===== config.mk =====
export PLATFORM = sky130hd
export DESIGN_NAME = imem_boot_ctrl
export DESIGN_NICKNAME = d
export VERILOG_FILES = /design/src/rtl/boot_pkg.sv /design/src/rtl/imem_boot_ctrl.sv
export SDC_FILE = /design/constraint.sdc
export NUM_CORES = 1
export LEC_CHECK = 0
export BUFFER_PORTS_ARGS = -buffer_cell sky130_fd_sc_hd__buf_2
export CORE_AREA = 3 3 110 112
export DETAILED_ROUTE_END_ITERATION = 7
export DIE_AREA = 0 0 113 115
export PLACE_DENSITY = 0.48
export SYNTH_ARGS = -nofsm -noshare
export SYNTH_HDL_FRONTEND = slang
export SYNTH_SLANG_ARGS = --single-unit

===== constraint.sdc =====
create_clock -name clk -period 1.9 [get_ports clk]
set_input_delay 0.19 -clock clk [delete_from_list [all_inputs] [get_ports clk]]
set_output_delay 0.19 -clock clk [all_outputs]
set_load 0.02 [all_outputs]

===== src/rtl/boot_pkg.sv =====
// Shared state encoding and default sizing for the instruction-memory boot sequencer.
// Pure declarations; no logic, no latency, no flow control.
package boot_pkg;

  localparam int DEF_ADDR_W   = 8;
  localparam int DEF_DATA_W   = 32;
  localparam int DEF_RST_HOLD = 4;

  typedef enum logic [2:0] {
    IDLE,
    LOAD,
    HOLD,
    RUN,
    ERROR
  } boot_state_e;

endpackage


===== src/rtl/imem_boot_ctrl.sv =====
// Streams a program into instruction memory and keeps the core in reset until it has landed.
// Each accepted word is written one cycle later; ld_ready is high only while loading, so the host simply stalls otherwise.
module imem_boot_ctrl
  import boot_pkg::*;
#(
  parameter int ADDR_W   = DEF_ADDR_W,
  parameter int DATA_W   = DEF_DATA_W,
  parameter int RST_HOLD = DEF_RST_HOLD
) (
  input  logic              clk,
  input  logic              reset,
  input  logic              load_start,
  input  logic              ld_valid,
  output logic              ld_ready,
  input  logic [DATA_W-1:0] ld_data,
  input  logic              ld_last,
  output logic              imem_we,
  output logic [ADDR_W-1:0] imem_waddr,
  output logic [DATA_W-1:0] imem_wdata,
  output logic              core_reset,
  output logic [ADDR_W:0]   words_loaded,
  output logic              busy,
  output logic              done,
  output logic              err
);

  localparam int              HOLD_W = (RST_HOLD < 1) ? 1 : $clog2(RST_HOLD + 1);
  localparam logic [ADDR_W:0] DEPTH  = {1'b1, {ADDR_W{1'b0}}};

  boot_state_e       state;
  boot_state_e       state_nxt;
  logic [ADDR_W-1:0] addr;
  logic [HOLD_W-1:0] hold_cnt;
  logic              core_reset_q;
  logic              xfer;

  assign ld_ready   = (state == LOAD);
  assign xfer       = ld_valid & ld_ready;
  // The core must also see the block reset, even before the register settles.
  assign core_reset = core_reset_q | ~reset;

  always_comb begin
    state_nxt = state;
    case (state)
      IDLE:  if (load_start) state_nxt = LOAD;
      LOAD: begin
        if (xfer) begin
          if (ld_last)    state_nxt = HOLD;
          else if (&addr) state_nxt = ERROR;
        end
      end
      HOLD:  if (hold_cnt == HOLD_W'(RST_HOLD)) state_nxt = RUN;
      RUN:   if (load_start) state_nxt = LOAD;
      ERROR: if (load_start) state_nxt = LOAD;
      default: state_nxt = IDLE;
    endcase
  end

  always_ff @(posedge clk) begin
    if (!reset) begin
      state        <= IDLE;
      addr         <= '0;
      hold_cnt     <= '0;
      imem_we      <= 1'b0;
      imem_waddr   <= '0;
      imem_wdata   <= '0;
      words_loaded <= '0;
      core_reset_q <= 1'b1;
      busy         <= 1'b0;
      done         <= 1'b0;
      err          <= 1'b0;
    end else begin
      state        <= state_nxt;
      imem_we      <= xfer;
      core_reset_q <= (state_nxt != RUN);
      busy         <= (state_nxt == LOAD) || (state_nxt == HOLD);
      done         <= (state_nxt == RUN);
      err          <= (state_nxt == ERROR);

      if (xfer) begin
        imem_waddr <= addr;
        imem_wdata <= ld_data;
        addr       <= addr + 1'b1;
        if (words_loaded != DEPTH) words_loaded <= words_loaded + 1'b1;
      end

      // Entering LOAD from any other state starts a fresh program at word 0.
      if ((state != LOAD) && (state_nxt == LOAD)) begin
        addr         <= '0;
        words_loaded <= '0;
      end

      // Counter is zero on the first HOLD cycle, so RUN follows RST_HOLD+1 cycles after the last write is accepted.
      if (state == HOLD) hold_cnt <= hold_cnt + 1'b1;
      else               hold_cnt <= '0;
    end
  end

endmodule


# ---- Yosys cells after proc, flatten, opt, wreduce, memory -nomap -nowiden
# Cells that the tools add are included.
dict set report classes {
  reduce_logical 8
  n_bitwise 3
  add_sub_neg 3
  mux 6
  n_eq_ne 12
}
# operator count
set ops {}
lappend ops {{$mux W3} 5}
lappend ops {{$eq A3 B2 Y1 const B} 4}
lappend ops {{$add A9 B1 Y9 const B} 1}
lappend ops {{$eq A3 B3 Y1 const B} 3}
lappend ops {{$ne A9 B9 Y1 const B} 1}
lappend ops {{$pmux W3 S3} 1}
lappend ops {{$add A8 B1 Y8 const B} 1}
lappend ops {{$reduce_and A8 Y1} 1}
lappend ops {{$eq A3 B1 Y1 const B} 2}
lappend ops {{$reduce_and A2 Y1} 2}
lappend ops {{$add A3 B1 Y3 const B} 1}
lappend ops {{$logic_not A3 Y1} 1}
lappend ops {{$ne A3 B1 Y1 const B} 1}
lappend ops {{$ne A3 B2 Y1 const B} 1}
lappend ops {{$reduce_or A3 Y1} 1}
lappend ops {{$reduce_or A2 Y1} 1}
lappend ops {{$and A1 B1 Y1} 1}
lappend ops {{$logic_and A1 B1 Y1} 1}
lappend ops {{$logic_or A1 B1 Y1} 1}
lappend ops {{$not A1 Y1} 1}
lappend ops {{$or A1 B1 Y1} 1}
dict set report totals {
  word_cells 43
  reg_bits 68
  input_bits 37
  output_inout_bits 55
}

# ---- Logic depth before layout (Yosys ltp)
dict set report logic_depth {
  depth_word 8
  depth_mapped 7
  ltp_nobuf 6
}

# ---- Worst setup path after synthesis
# OpenSTA, ideal clock, no wires.
dict set report synth_path {
  path_kind {reg-to-reg}
  start {reg addr[0]}
  end {reg addr[7]}
  stages_incl_launch_ff 7
  required_time_ps 1785
  path_buffers 1
  setup_slack_ps 156
  synth_period_minus_slack_ps 1744
  arrival_ps 1630
  setup_time_ps 115
  path_cell_list {dfxtp_1 -> ha_1 -> and4_2 -> a221o_2 -> a31oi_4 -> buf_6 -> nor2_1}
}
dict set report synth_via {
  elab_chain_len 8
  word_cells_on_any_way 9
  classes_between {1 x add/sub; 1 x eq/ne; 4 x mux; 3 x reduce/logical}
}
# item line
set synth_lines {}
lappend synth_lines {{start: declaration} imem_boot_ctrl.sv:32} ;# logic [ADDR_W-1:0] addr;
lappend synth_lines {{start signal: assignment} imem_boot_ctrl.sv:83} ;# addr <= addr + 1'b1;
lappend synth_lines {{$reduce_and A8 Y1} imem_boot_ctrl.sv:49} ;# else if (&addr) state_nxt = ERROR;
lappend synth_lines {{$mux W3} imem_boot_ctrl.sv:49}
lappend synth_lines {{$mux W3} imem_boot_ctrl.sv:48} ;# if (ld_last) state_nxt = HOLD;
lappend synth_lines {{$mux W3} imem_boot_ctrl.sv:47} ;# if (xfer) begin
lappend synth_lines {{$pmux W3 S3} imem_boot_ctrl.sv:44} ;# case (state)
lappend synth_lines {{$eq A3 B1 Y1} imem_boot_ctrl.sv:88} ;# if ((state != LOAD) && (state_nxt == LOAD)) begin
lappend synth_lines {{$logic_and A1 B1 Y1} imem_boot_ctrl.sv:88}
lappend synth_lines {{$reduce_or A2 Y1 (no line)} --}
# Parallel ways exist; a longest one is shown, timed or not.
# A chain may end at the register's enable or synchronous reset.

# ---- Worst setup path after layout
dict set report layout_path {
  start {reg addr[0]}
  end {reg words_loaded[2]}
}
dict set report layout_via {
  elab_chain_len 8
}
# item line
set layout_lines {}
lappend layout_lines {{$reduce_and A8 Y1} imem_boot_ctrl.sv:49}
lappend layout_lines {{$mux W3} imem_boot_ctrl.sv:49}
lappend layout_lines {{$mux W3} imem_boot_ctrl.sv:48}
lappend layout_lines {{$mux W3} imem_boot_ctrl.sv:47}
lappend layout_lines {{$pmux W3 S3} imem_boot_ctrl.sv:44}
lappend layout_lines {{$eq A3 B1 Y1} imem_boot_ctrl.sv:88}
lappend layout_lines {{$logic_and A1 B1 Y1} imem_boot_ctrl.sv:88}
lappend layout_lines {{$reduce_or A2 Y1 (no line)} --}
lappend layout_lines {{end signal: assignment} imem_boot_ctrl.sv:84} ;# if (words_loaded != DEPTH) words_loaded <= words_loaded + 1'b1;
lappend layout_lines {{end: declaration} imem_boot_ctrl.sv:21} ;# output logic [ADDR_W:0] words_loaded,
# Every way passes these cells.

==> summary.txt <==
Routed WL = 6922 um
Ports = 92
Reg clk slew, reported paths = 0.05 ns
register area share after synthesis = 0.4910
min cycle time layout = 1.812 ns
initial antenna violation count = 0
CTS tree = built
final hold violations = 0
FMAX = 0.5520 GHz
Antenna Cells = 0
PD cells = 917.5 nW/um^2
crit-path max FO = 17
Setup WS post-layout = 0.08830 ns
worst vdd ir = 427.9 uV
Rel. slew slack = 0.7321
GP Congestion = 0.7516
Site Rows = 39
sequential power share = 0.440
HPWL after DPL = 4946 um
share of post-route cells with drive strength above 1 = 0.3002
DR iter-0 viols = 82
# setup viols final = 0
starting density of the core = 0.2449
asr flop ratio synth = 0
P_leak = 1.531 nW
Placement Setup Slack = 0.09530 ns
status = finished, final reports clean
GR Util All Layers = 0.1101
Crit Path Class = reg2reg
Setup TNS = 0 ns
CTS H-tree lvls = 3
Pins Over Slew Limit = 0
CORE AREA = 11,320 um^2
fin crit share = 0.9535
CP endpoint kind = flop
IO buf count = 91
TritonCTS Buffers = 9
Ys Warns = 0
WL per Instance = 12.45 um
DR vias = 2,390
largest net degree at the start of global routing = 30
switching part of the total = 0.2325
Pre-antenna DRT Iters = 4
WP data required = 2.09 ns
ys flop type = dfxtp_1
Synth Instances = 317
CP arrival = 2.01 ns
DP Cell Count = 542
deepest clock path buffer count = 2
cts hold-fix bufs = 0
mean post-synth cell area = 8.747 um^2
Hold Path Class = in2reg
die width = 113 um
Post-synth EDFFs = 0
vias per cell = 4.299
Synth Net Count = 359
clock skew = 0.006220 ns
worst skew pair latency = 0.32 ns
maxcap violations = 0
Residual DRC = 0
library cells used by synthesis = 41
Num Clock Sinks = 68
Die Area = 13,000 um^2
first-pass GRT wire length = 11,480 um
Mapped Area = 2773 um^2
flops & latches, synth = 68
grt total ovfl = 0
clock group share of total power = 0.462
Final Total Pwr = 3.390 mW
vias in the first global route = 2,400
Setup Buffers After CTS = 0
Gate power share = 0.098
non-filler cells, final = 556
Area Overhead vs Synth = 33.26%
Die Ht = 115 um
NumNets Final = 452
Pint = 2.602 mW
critical path startpoint category = flop
clock root cell = clkbuf_16
Final ANT Viol Nets = 0
Least-Margin Pin Slew = 0.3967 ns
post_cts resized = 0
RSZ-0062 raised after global routing = false
Switch Pwr = 0.7881 mW
==> critical path, stage by stage, from the launching register on <==
cell and delay, ns:
dfxtp_1 0.34, ha_1 0.25, and4_2 0.26, a221o_2 0.41, a31oi_4 0.20, buf_12 0.17
a311oi_1 0.05
==> final timing paths <==
kind	from	endpoint	slack [ns]	depth (start not counted)
worst min register to register	hold_cnt[0]	hold_cnt[0]	0.44	1
worst max register to register	addr[0]	words_loaded[2]	0.09	6
worst max-delay path	addr[0]	words_loaded[2]	0.09	6
worst min-delay path	ld_data[28]	imem_wdata[28]	0.11	3
==> cells in the final DEF, fill, tap and decap left out, drive strengths merged, types with 2 or more instances in the layout <==
cell type and count:
clkinv 2, a21boi 42, or3 2, dfxtp 68
nand3 8, nand2 87, clkbuf 11, buf 101
and4 3, nand4 3, ha 5, inv 8
a21oi 7, or3b 2, nor2b 3, xor2 6
o21ai 3, xnor2 7, nor3 3, a41oi 2
nor2 19, nor4 2, and2 2
==> flip-flops by register name, indices dropped and copies added (netlist names) <==
name          flops
addr              8
busy              1
core_reset_q      1
done              1
err               1
hold_cnt          3
imem_waddr        8
imem_wdata       32
imem_we           1
state             3
words_loaded      9
==> logic make-up (layout without fill, tap and decap cells) <==
kind of cell             count (synthesis)  after routing  share of synthesized area
AO/OA/AOI/OAI                           61             61                     0.1652
XOR/XNOR                                13             13                    0.04107
adder cells (fa/ha/maj)                  5              5                    0.02256
buffers and inverters                   27            123                    0.04332
flip-flops                              68             68                     0.4910
multiplexers                             1              1                   0.003610
AND/OR/NAND/NOR                        142            142                     0.2333
==> layout make-up <==
class | count | area (um^2)
well taps | 143 | 178.9
inverters | 8 | 30.03
multi-input cells | 222 | 1296
repair buffers | 101 | 555.5
flip-flops and latches | 68 | 1361
clock buffers | 11 | 232.7
fillers | 1215 | 7626
clock inverters | 3 | 40.04
==> per-layer routing <==
layer | track usage | part of all wire
met1 | 0.1272 | 0.45
met2 | 0.1852 | 0.48
met3 | 0.04211 | 0.062
met4 | 0.04247 | 0.014
met5 | 0 | 0
==> metrics by stage <==
| stage | instance area [um^2] | hold WS (ns) | util |
|---|---|---|---|
| 2_1_floorplan | 2773 | 0.3349 | - |
| 3_3_place_gp | 3422 | 0.4256 | 0.3023 |
| 3_5_place_dp | 3422 | 0.4355 | 0.3023 |
| 4_1_cts | 3695 | 0.09572 | 0.3264 |
| 5_1_grt | 3695 | 0.1035 | 0.3264 |
| 6_report | 3695 | 0.1067 | 0.3264 |
==> power by group through the flow <==
stage,sequential [mW],clock [mW],combinational [mW]
finish,1.49,1.57,0.334
global route,1.49,1.69,0.371
CTS,1.49,1.64,0.343
floorplan,1.56,0,0.159
global placement,1.52,0,0.338
detailed placement,1.52,0,0.341
==> synthesized netlist by cell type (5+ instances only) <==
| library cell | number | area share |
|---|---|---|
| nor2_1 | 19 | 0.026 |
| xor2_1 | 6 | 0.019 |
| a21oi_1 | 7 | 0.013 |
| clkbuf_1 | 14 | 0.019 |
| nand3_1 | 8 | 0.014 |
| inv_1 | 8 | 0.011 |
| ha_1 | 5 | 0.023 |
| a21boi_0 | 42 | 0.11 |
| xnor2_1 | 7 | 0.022 |
| dfxtp_1 | 68 | 0.49 |
| nand2_1 | 87 | 0.12 |
(Power assumes the default switching activity.)
